## config.mk

```make
export PLATFORM = sky130hd
export DESIGN_NAME = div88_seq
export DESIGN_NICKNAME = d
export VERILOG_FILES = /design/src/rtl/fpu_div_pkg.sv /design/src/rtl/div88_step.sv /design/src/rtl/div88_seq.sv
export SDC_FILE = /design/constraint.sdc
export NUM_CORES = 1
export LEC_CHECK = 0
export CAP_MARGIN = 0
export CORE_MARGIN = 3
export CORE_UTILIZATION = 35
export DETAILED_ROUTE_END_ITERATION = 7
export PLACE_DENSITY = 0.64
export SKIP_LAST_GASP = 1
export SYNTH_ARGS = -nofsm -noshare
export SYNTH_HDL_FRONTEND = slang
export SYNTH_SLANG_ARGS = --single-unit
```

## constraint.sdc

```tcl
create_clock -name clk -period 4.8 [get_ports clk]
set_clock_uncertainty 0.15 [all_clocks]
set_input_delay 0.72 -clock clk [delete_from_list [all_inputs] [get_ports clk]]
set_output_delay 0.72 -clock clk [all_outputs]
set_load 0.005 [all_outputs]
```

## src/rtl/fpu_div_pkg.sv

```systemverilog
// Shared types and sizes for the FPU significand divide path.
// Contents: div_state_t FSM encoding, divider width, latency and counter width.
package fpu_div_pkg;

  localparam int unsigned DIV_WID  = 88;
  localparam int unsigned DIV_LAT  = DIV_WID;
  localparam int unsigned DIV_CNTW = 7;

  typedef enum logic [1:0] {
    IDLE = 2'd0,
    DIV  = 2'd1,
    DONE = 2'd2
  } div_state_t;

endpackage

```

## src/rtl/div88_step.sv

```systemverilog
// One restoring radix-2 division step, purely combinational.
// Ports:
//   prem     - current partial remainder (always < divisor)
//   dvd_msb  - next dividend bit shifted into the remainder
//   divisor  - divisor
//   prem_nxt - partial remainder after this step
//   qbit     - quotient bit produced by this step
module div88_step
  import fpu_div_pkg::*;
#(
  parameter int unsigned WID = DIV_WID
) (
  input  logic [WID-1:0] prem,
  input  logic           dvd_msb,
  input  logic [WID-1:0] divisor,
  output logic [WID-1:0] prem_nxt,
  output logic           qbit
);

  logic [WID:0] trial;

  // One bit wider than the operands so the borrow lands in the MSB.
  assign trial    = {prem, dvd_msb} - {1'b0, divisor};
  assign qbit     = ~trial[WID];
  assign prem_nxt = qbit ? trial[WID-1:0] : {prem[WID-2:0], dvd_msb};

endmodule

```

## src/rtl/div88_seq.sv

```systemverilog
// Iterative radix-2 unsigned divider, one quotient bit per enabled clock.
// Ports:
//   clk, rst_n - clock, asynchronous active-low reset
//   ce         - global clock enable; everything holds while low
//   ld         - start request, accepted in IDLE or DONE
//   a, b       - dividend and divisor, captured when ld is accepted
//   q, r       - registered quotient and remainder
//   busy       - division in progress
//   done       - q, r, dbz valid (level, held until the next accepted ld)
//   dbz        - divide-by-zero flag
module div88_seq
  import fpu_div_pkg::*;
#(
  parameter int unsigned WID  = DIV_WID,
  parameter int unsigned CNTW = DIV_CNTW
) (
  input  logic           clk,
  input  logic           rst_n,
  input  logic           ce,
  input  logic           ld,
  input  logic [WID-1:0] a,
  input  logic [WID-1:0] b,
  output logic [WID-1:0] q,
  output logic [WID-1:0] r,
  output logic           busy,
  output logic           done,
  output logic           dbz
);

  div_state_t      state, state_nxt;
  logic [CNTW-1:0] cnt, cnt_nxt;
  logic [WID-1:0]  dvd, dvd_nxt;
  logic [WID-1:0]  dvs, dvs_nxt;
  logic [WID-1:0]  prem, prem_nxt;
  logic [WID-1:0]  q_nxt, r_nxt;
  logic            busy_nxt, done_nxt, dbz_nxt;

  logic [WID-1:0]  step_prem;
  logic            step_qbit;
  logic [WID-1:0]  dvd_shift;
  logic            b_zero;

  div88_step #(.WID(WID)) u_step (
    .prem     (prem),
    .dvd_msb  (dvd[WID-1]),
    .divisor  (dvs),
    .prem_nxt (step_prem),
    .qbit     (step_qbit)
  );

  // The dividend register doubles as the quotient register.
  assign dvd_shift = {dvd[WID-2:0], step_qbit};
  assign b_zero    = (b == '0);

  // State register.
  always_ff @(posedge clk or negedge rst_n) begin
    if (!rst_n) begin
      state <= IDLE;
    end else if (ce) begin
      state <= state_nxt;
    end
  end

  // Next-state logic.
  always_comb begin
    state_nxt = state;
    case (state)
      IDLE, DONE: if (ld) state_nxt = b_zero ? DONE : DIV;
      DIV:        if (cnt == '0) state_nxt = DONE;
      default:    state_nxt = IDLE;
    endcase
  end

  // Datapath and output next values.
  always_comb begin
    cnt_nxt  = cnt;
    dvd_nxt  = dvd;
    dvs_nxt  = dvs;
    prem_nxt = prem;
    q_nxt    = q;
    r_nxt    = r;
    busy_nxt = busy;
    done_nxt = done;
    dbz_nxt  = dbz;
    case (state)
      IDLE, DONE: begin
        if (ld) begin
          if (b_zero) begin
            q_nxt    = '1;
            r_nxt    = a;
            dbz_nxt  = 1'b1;
            done_nxt = 1'b1;
            busy_nxt = 1'b0;
          end else begin
            dvd_nxt  = a;
            dvs_nxt  = b;
            prem_nxt = '0;
            cnt_nxt  = CNTW'(WID - 1);
            busy_nxt = 1'b1;
            done_nxt = 1'b0;
            dbz_nxt  = 1'b0;
          end
        end
      end
      DIV: begin
        dvd_nxt  = dvd_shift;
        prem_nxt = step_prem;
        cnt_nxt  = cnt - CNTW'(1);
        if (cnt == '0) begin
          q_nxt    = dvd_shift;
          r_nxt    = step_prem;
          done_nxt = 1'b1;
          busy_nxt = 1'b0;
        end
      end
      default: ;
    endcase
  end

  // Datapath and output registers.
  always_ff @(posedge clk or negedge rst_n) begin
    if (!rst_n) begin
      cnt  <= '0;
      dvd  <= '0;
      dvs  <= '0;
      prem <= '0;
      q    <= '0;
      r    <= '0;
      busy <= 1'b0;
      done <= 1'b0;
      dbz  <= 1'b0;
    end else if (ce) begin
      cnt  <= cnt_nxt;
      dvd  <= dvd_nxt;
      dvs  <= dvs_nxt;
      prem <= prem_nxt;
      q    <= q_nxt;
      r    <= r_nxt;
      busy <= busy_nxt;
      done <= done_nxt;
      dbz  <= dbz_nxt;
    end
  end

endmodule

```

# Word-level counts from Yosys, hierarchy flattened
# Index checks and enable logic that the tools add are counted.
# op_classes
n_addsub	2
muxes	30
n_reduce_logical	11
eq_ne	6
n_mul	0
div	0
magnitude_cmp	0
n_bitwise	2
n_shift	0
# ops
op	n
88-bit two-way mux	11
88-bit one-hot mux with 2 select lines	4
89-bit by 88-bit subtractor with 89-bit output	1
88-bit logical NOT	1
7-bit two-way mux	2
7-bit one-hot mux with 2 select lines	1
4-bit AND reduction	3
2-bit != test, second input constant	4
7-bit logical NOT	1
7-bit by 1-bit subtractor with 7-bit output, second input constant	1
1-bit two-way mux	6
2-bit two-way mux	3
3-bit AND reduction	2
5-bit AND reduction	1
1-bit one-hot mux with 2 select lines	2
2-bit one-hot mux with 2 select lines	1
2-bit by 1-bit equality test with 1-bit output, second input constant	1
2-bit equality test, second input constant	1
2-bit logical NOT	1
1-bit NOT	2
2-bit nonzero test	1
2-bit OR reduction	1
# word_totals
register_bits	452
inputBits	180
mem_bits_rw	0
elab_cells	61
n_memories	0
latch_bits	0
mem_bits_ro	0
out_inout_bits	179

# Longest topological paths before layout
# Gate-level depths: netlist of run 1.
# depth
word_depth	4
ltp_mapped	16
ltp_nobuf	13

# Cells and area by module
# A second synthesis of run 1 with hierarchy kept.
# hier_totals
cells_unflattened	2908
area_unflattened_um2	26103.8
# by_module_without_submodules
module	instances	area_each_um2	seq_area_each_um2	cells_each
div88_seq	1	18994.5	11310.8	1745
div88_step	1	7109.3	0.0	1163

# Least setup slack after synthesis of run 1
# OpenSTA, ideal clock, no wires.
# synth_path
path_kind	register to register
from	register dvd[87]
to	register r[59]
synth_period_minus_slack_ns	3.410
setup_slack_ns	1.390
path_stages_with_launch	16
required_time_ns	4.509
n_path_buf	2
setup_time_ns	0.141
t_arrival_ns	3.119
path_cell_list	dfrtp_1 inv_1 ha_1 fa_1 and2b_1 o211ai_1 a31oi_2 a21oi_2 a211oi_4 o2111ai_2 and3_4 o21a_1 buf_4 buf_2 a22oi_1 a31oi_1
# synth_between
elab_chain_cells	4
# synth_rtl
item	line	text
from (decl)	div88_seq.sv:32	logic [WID-1:0] dvd, dvd_nxt;
from (signal assigned)	div88_seq.sv:134	dvd <= dvd_nxt;
89-bit by 88-bit subtractor with 89-bit output	div88_step.sv:23	assign trial = {prem, dvd_msb} - {1'b0, divisor};
88-bit two-way mux	div88_step.sv:25	assign prem_nxt = qbit ? trial[WID-1:0] : {prem[WID-2:0], dvd_msb};
88-bit two-way mux	div88_seq.sv:109	if (cnt == '0) begin
88-bit one-hot mux with 2 select lines	div88_seq.sv:85	case (state)
to (signal assigned)	div88_seq.sv:138	r <= r_nxt;
to (decl)	div88_seq.sv:24	output logic [WID-1:0] r,
# No other way between the ends. The select of a mux whose other input is x is not followed.
# A chain may end at the register's enable or synchronous reset.

# Worst setup path after layout of run 1
# layout_path
from	register dvd[87]
to	register r[15]
# The elaborated chain is that of the path after synthesis.

==> results.sh, run 1 <==
export IMPL_outcome="finished, final reports clean"
export IMPL_tritoncts="built"
export IMPL_clkSinkCount=452
export IMPL_power_density_mw_per_mm2=844
export IMPL_muxShareOfSynthArea_pct=0.249
export IMPL_ys_warn_count=0
export IMPL_vias=22625
export IMPL_rr_worst_depth=14
export IMPL_yosys_area_top_type_share_pct=45.9
export IMPL_clk_pin_slew_worst_paths_ns=0.06
export IMPL_drive_above_1_share_pct=5.50
export IMPL_ctsResizeCount=0
export IMPL_gp_congestion=0.955
export IMPL_p_sw_share_pct=46.5
export IMPL_period_share_pct=85.8
export IMPL_synth_area_leader_cell="dfrtp_1"
export IMPL_ios=359
export IMPL_r2r_start="dvd[87]"
export IMPL_numPortBuffers=358
export IMPL_p_leak_nw=12.8
export IMPL_ctsHoldBuffers=0
export IMPL_r2r_setup_slack_ns=0.68
export IMPL_initial_core_util_pct=35.6
export IMPL_antenna_found_initial=10
export IMPL_crit_path_max_fanout=33
export IMPL_synth_fa_ha_area_share_pct=4.65
export IMPL_synth_xor_area_share_pct=2.74
export IMPL_post_drt_wl_per_cell_um=20.1
export IMPL_n_fill_cell=6962
export IMPL_rsz0062_at_grt="false"
export IMPL_hold_violations=0
export IMPL_grt_pass1_wl_um=132000
export IMPL_clk_latency_ns=0.61
export IMPL_maxCapViolCount=0
export IMPL_htree_num_levels=2
export IMPL_grt_total_usage_pct=22.6
export IMPL_cts_setup_buffers=0
export IMPL_switchingPower_mw=12.3
export IMPL_whs_ns=0.0263
export IMPL_timing_setup_tns_ns=0
export IMPL_synthTopCellsByArea="dfrtp_1 46%, nand2_1 7.4%, nor2_1 7.0%"
export IMPL_final_core_util_pct=45.1
export IMPL_hold_class="in2async"
export IMPL_p_int_mw=14.1
export IMPL_worstSetupEndpointType="register"
export IMPL_synth_commonest_cells="483 x nand2_1, 462 x nor2_1, 452 x dfrtp_1"
export IMPL_synthArstFlopShare_pct=100
export IMPL_cp_required_ns=5.16
export IMPL_root_buffer="clkbuf_16"
export IMPL_core_mm2=0.0692
export IMPL_fin_crit_ns=4.12
export IMPL_vias_per_cell=5.33
export IMPL_power_frac_seq_pct=25.6
export IMPL_die_area_mm2=0.0736
export IMPL_maxSlewViolCount=0
export IMPL_drt_iter0_markers=1553
export IMPL_fmax_ghz=0.243
export IMPL_dr_pass1_iters=5
export IMPL_cp_start_kind="register"
export IMPL_cp_arrival_ns=4.48
export IMPL_synth_ff_type="dfrtp_1"
export IMPL_synth_simple_area_share_pct=20.8
export IMPL_overflow=0
export IMPL_rows=96
export IMPL_ys_types=74
export IMPL_synth_seq_area_share_pct=45.9
export IMPL_timing_rr_end="r[15]"
export IMPL_ant_nets=0
export IMPL_slew_headroom_pct=25.2
export IMPL_grt_pass1_vias=22361
export IMPL_syn_inst=2974
export IMPL_grt_max_degree=98
export IMPL_die_h_um=271
export IMPL_drt_total_wl_um=85300
export IMPL_comb_power_share_pct=58.4
export IMPL_worst_slew_pin_slew_ns=1.11
export IMPL_synth_compound_area_share_pct=20.9
export IMPL_dp_hpwl_um=65700
export IMPL_synth_ff_latch_count=452
export IMPL_die_x_um=271
export IMPL_max_clock_path_buffers=3
export IMPL_ir_drop_uv=380
export IMPL_synthToLayoutAreaGrowth_pct=26.8
export IMPL_synth_top_family_by_area="compound AO/OA/AOI/OAI gates"
export IMPL_syn_avg_cell_area_um2=8.29
export IMPL_setup_violations=0
export IMPL_fin_nets=3539
export IMPL_drc=0
export IMPL_synth_nets=3245
export IMPL_synth_edf_count=0
export IMPL_crit_type="reg2reg"
export IMPL_cts_made_buffers=52
export IMPL_netlist_area_mm2=0.0246
export IMPL_pwr_share_clk_pct=16.0
export IMPL_synth_most_common_cell="nand2_1"
[worst max-delay path: stages (launching register included)]
cell and delay [ns]:
dfrtp_1 0.36, inv_1 0.05, ha_1 0.21, fa_1 0.40
and2b_1 0.23, o211ai_1 0.12, a31oi_2 0.34, a21oi_2 0.20
a211oi_4 0.39, o2111ai_2 0.17, a21oi_2 0.33, o21a_2 0.21
buf_4 0.35, a22oi_1 0.24, a31oi_1 0.24
[layer usage]
metal  share of wire (%)  wire length, um  track usage (%)  up-vias
li1                    -                -                -    11037
met3                 5.8             4980             4.34      115
met4                 2.4             2070             5.85       10
met2                  48            41100             38.3      563
met5               0.069               59                0        -
met1                  44            37100             29.6    10900
[state kept, by name, indices dropped and copies added, names as in the netlist]
register  count
r            88
prem         88
q            88
dvs          88
state         2
done          1
busy          1
dvd          88
dbz           1
cnt           7
[layout make-up]
| cell class | count | area (um^2) | area share [%] |
|---|---|---|---|
| multi-input cells | 2226 | 12200 | 39.2 |
| flip-flops and latches | 452 | 11300 | 36.2 |
| repair buffers | 417 | 4260 | 13.6 |
| clock buffers | 69 | 1470 | 4.69 |
| well taps | 931 | 1160 | 3.73 |
| inverters | 119 | 447 | 1.43 |
| clock inverters | 28 | 352 | 1.13 |
| diodes | 3 | 7.51 | 0.0240 |
[power by group through the flow]
stage	logic [mW]	clock network, mW	registers (mW)
global placement	15.3	0	6.77
finish	15.4	4.22	6.76
detailed placement	15.3	0	6.82
floorplan	9.80	0	6.61
global route	17.0	4.50	7.00
CTS	15.4	4.35	6.77
[stage by stage]
step	setup WS [ns]	instance area, um^2	instances	total power, mW
after detailed placement	0.375	29400	4145	22.2
after floorplan	1.39	24600	2974	16.4
after global routing	0.428	31200	4243	28.5
after CTS	0.688	31200	4242	26.5
final	0.681	31200	4245	26.4
after global placement	0.436	29400	4145	22.1
[worst max path at each step]
stage	from	endpoint	slack (ns)
after floorplan	dvd[87]	r[59]	1.39
after global placement	b[52]	dvs[9]	0.44
after detailed placement	b[55]	dvs[9]	0.38
after CTS	dvd[87]	r[15]	0.69
after global routing	prem[23]	r[59]	0.43
final	dvd[87]	r[15]	0.68
[kinds of logic after synthesis]
| family | after synthesis |
|---|---|
| flip-flops | 452 |
| XOR/XNOR | 77 |
| buffers and inverters | 296 |
| adder cells (fa/ha/maj) | 91 |
| AO/OA/AOI/OAI | 836 |
| multiplexers | 6 |
| AND/OR/NAND/NOR | 1216 |
[layout by cell type, fill, tap and decap left out, types with 21 or more instances in the layout]
cell / count
o21ai_0: 263
nor3_1: 109
nand3_1: 23
buf_4: 41
a31oi_1: 185
nand2_1: 483
o21a_1: 21
nand4_1: 47
a22oi_1: 70
xor2_1: 34
inv_1: 119
nor4_1: 34
ha_1: 90
dfrtp_1: 452
a21oi_1: 148
xnor2_1: 43
clkbuf_16: 53
clkdlybuf4s50_1: 357
nor2_1: 461
No activity file was read; power rests on OpenSTA's default activity.
==> inputs of run 2 (changes only) <==
--- a/config.mk
+++ b/config.mk
@@ -5,11 +5,11 @@
 export SDC_FILE = /design/constraint.sdc
 export NUM_CORES = 1
 export LEC_CHECK = 0
-export CAP_MARGIN = 0
+export CAP_MARGIN = 20
 export CORE_MARGIN = 3
 export CORE_UTILIZATION = 35
 export DETAILED_ROUTE_END_ITERATION = 7
-export PLACE_DENSITY = 0.64
+export PLACE_DENSITY = 0.58
 export SKIP_LAST_GASP = 1
 export SYNTH_ARGS = -nofsm -noshare
 export SYNTH_HDL_FRONTEND = slang
==> run 2 against run 1 <==
The run now ends with negative hold slack left. Wire length rose by 0.14%. Setup slack worse by 0.11 ns. Hold slack lost 0.044 ns. Core utilization fell by 0.065 points. Global-route usage up 0.16 points. Count of clock-buffer cells in the layout rose by 5. Clock power about the same. Fmax decreased by 2.5%. First-iteration DRC count fell by 1.7%. Critical path depth is 3 lower. Via count down 0.80%. Sequential share of layout area up 0.052 points. Highest routed layer unchanged.
==> results.sh, run 2 (synthesized netlist as in run 1, its figures left out) <==
export IMPL_cts_setup_buffers=0
export IMPL_finalPower_mw=26.3
export IMPL_r2r_start="prem[0]"
export IMPL_slowest_delay_ns=0.70
export IMPL_cp_arrival_ns=4.56
export IMPL_synthToLayoutAreaGrowth_pct=26.6
export IMPL_clkSinkCount=452
export IMPL_ios=359
export IMPL_power_density_mw_per_mm2=845
export IMPL_grt_pass1_wl_um=133000
export IMPL_clk_pin_slew_worst_paths_ns=0.06
export IMPL_outcome="complete, but fails checks"
export IMPL_drc=0
export IMPL_core_mm2=0.0692
export IMPL_die_x_um=271
export IMPL_fmax_ghz=0.237
export IMPL_ctsResizeCount=0
export IMPL_post_drt_wl_per_cell_um=20.1
export IMPL_hold_violations=6
export IMPL_crit_top_cell="o21ai_0"
export IMPL_worst_slew_pin_slew_ns=0.886
export IMPL_violations="negative hold slack"
export IMPL_numPortBuffers=358
export IMPL_dr_pass1_iters=7
export IMPL_cts_made_buffers=53
export IMPL_vias_per_cell=5.29
export IMPL_cp_start_kind="register"
export IMPL_slew_headroom_pct=40.4
export IMPL_rows=96
export IMPL_dp_hpwl_um=64900
export IMPL_antenna_cells=0
export IMPL_antenna_found_initial=8
export IMPL_rr_worst_depth=11
export IMPL_final_cell_mix="483 x nand2_1, 461 x nor2_1, 452 x dfrtp_1"
export IMPL_cp_required_ns=5.13
export IMPL_timing_rr_end="prem[83]"
export IMPL_grt_total_usage_pct=22.8
export IMPL_fin_crit_ns=4.22
export IMPL_fin_nets=3534
export IMPL_ant_nets=0
export IMPL_clk_latency_ns=0.62
export IMPL_maxCapViolCount=0
export IMPL_crit_path_max_fanout=5
export IMPL_max_clock_path_buffers=3
export IMPL_grt_max_degree=135
export IMPL_period_share_pct=88.0
export IMPL_crit_type="reg2reg"
export IMPL_setup_violations=0
export IMPL_rsz0062_at_grt="false"
export IMPL_ctsHoldBuffers=0
export IMPL_grt_pass1_vias=22282
export IMPL_critical_path_top_delay_family="compound AO/OA/AOI/OAI gates"
export IMPL_overflow=0
export IMPL_drive_above_1_share_pct=5.41
export IMPL_drt_total_wl_um=85400
export IMPL_hold_class="in2async"
export IMPL_p_leak_nw=12.7
export IMPL_tritoncts="built"
export IMPL_vias=22444
export IMPL_worstSetupEndpointType="register"
export IMPL_cp_num_buf_inv=0
export IMPL_r2r_setup_slack_ns=0.58
export IMPL_htree_num_levels=2
export IMPL_crit_path_cell_trace="ha_1 -> nor2b_1 -> o2111ai_1 -> a211o_1 -> a211o_1 -> a211oi_1 -> o21ai_0 -> o21ai_0 -> xor2_1 -> a22oi_1 -> o21ai_0"
export IMPL_root_buffer="clkbuf_16"
export IMPL_die_area_mm2=0.0736
export IMPL_crit_slowest_cell="a211oi_1"
export IMPL_drt_iter0_markers=1526
export IMPL_die_h_um=271
export IMPL_timing_setup_tns_ns=0
export IMPL_initial_core_util_pct=35.6
export IMPL_ir_drop_uv=410
export IMPL_maxSlewViolCount=0
export IMPL_whs_ns=-0.0174
export IMPL_mostFrequentLayoutCell="nand2_1"
export IMPL_gp_congestion=0.972
run 2: cell count changes in the layout (fill, tap and decap cells not counted), moves of 2 or more:
cell and change:
clkbuf_16 +2, buf_4 -6, clkinvlp_4 +2, diode_2 -3, clkbuf_8 +4, inv_6 -2
bufinv_16 -3
run 2: per-layer routing:
metal  up-vias  share of wire [%]  wire (um)  global-route usage, %
li1      11035                  -          -                      -
met1     10768                 44      37500                   29.6
met2       498                 49      41900                   39.7
met3       133                4.4       3730                   3.35
met4        10                2.5       2150                   5.75
met5         -              0.067         57                      0
run 2: layout make-up:
| cell class | instances | area [um^2] |
|---|---|---|
| Tap cell | 931 | 1160 |
| Timing Repair Buffer | 411 | 4210 |
| Clock buffer | 74 | 1570 |
| Multi-Input combinational cell | 2226 | 12200 |
| Clock inverter | 26 | 264 |
| Inverter | 119 | 447 |
| Fill cell | 7024 | 38000 |
| Sequential cell | 452 | 11300 |
run 2: worst max path at each step:
stage / slack, ns / end / cells after the start / from
after floorplan: 1.39 / r[59] / 15 / dvd[87]
after global placement: 0.58 / dvs[9] / 11 / b[35]
after detailed placement: 0.47 / dvd[30] / 11 / b[35]
after CTS: 0.67 / prem[83] / 11 / prem[0]
after global routing: 0.42 / prem[70] / 14 / dvd[87]
final: 0.58 / prem[83] / 11 / prem[0]
run 2: report_power, final:
group	switching (mW)	internal [mW]	total [mW]	leakage [nW]
clock network	1.73	2.50	4.24	0.894
logic	9.38	5.96	15.3	6.64
registers	1.13	5.64	6.77	5.20
total	12.2	14.1	26.3	12.7
run 2: through the flow:
| stage | std cells | utilization [%] | area, um^2 | worst slack [ns] |
|---|---|---|---|---|
| 3_3_place_gp | 4139 | 42.4 | 29400 | 0.578 |
| 2_1_floorplan | 2974 | - | 24600 | 1.39 |
| 6_report | 4239 | 45.1 | 31200 | 0.576 |
| 5_1_grt | 4239 | 45.1 | 31200 | 0.424 |
| 4_1_cts | 4239 | 45.1 | 31200 | 0.674 |
| 3_5_place_dp | 4139 | 42.4 | 29400 | 0.466 |
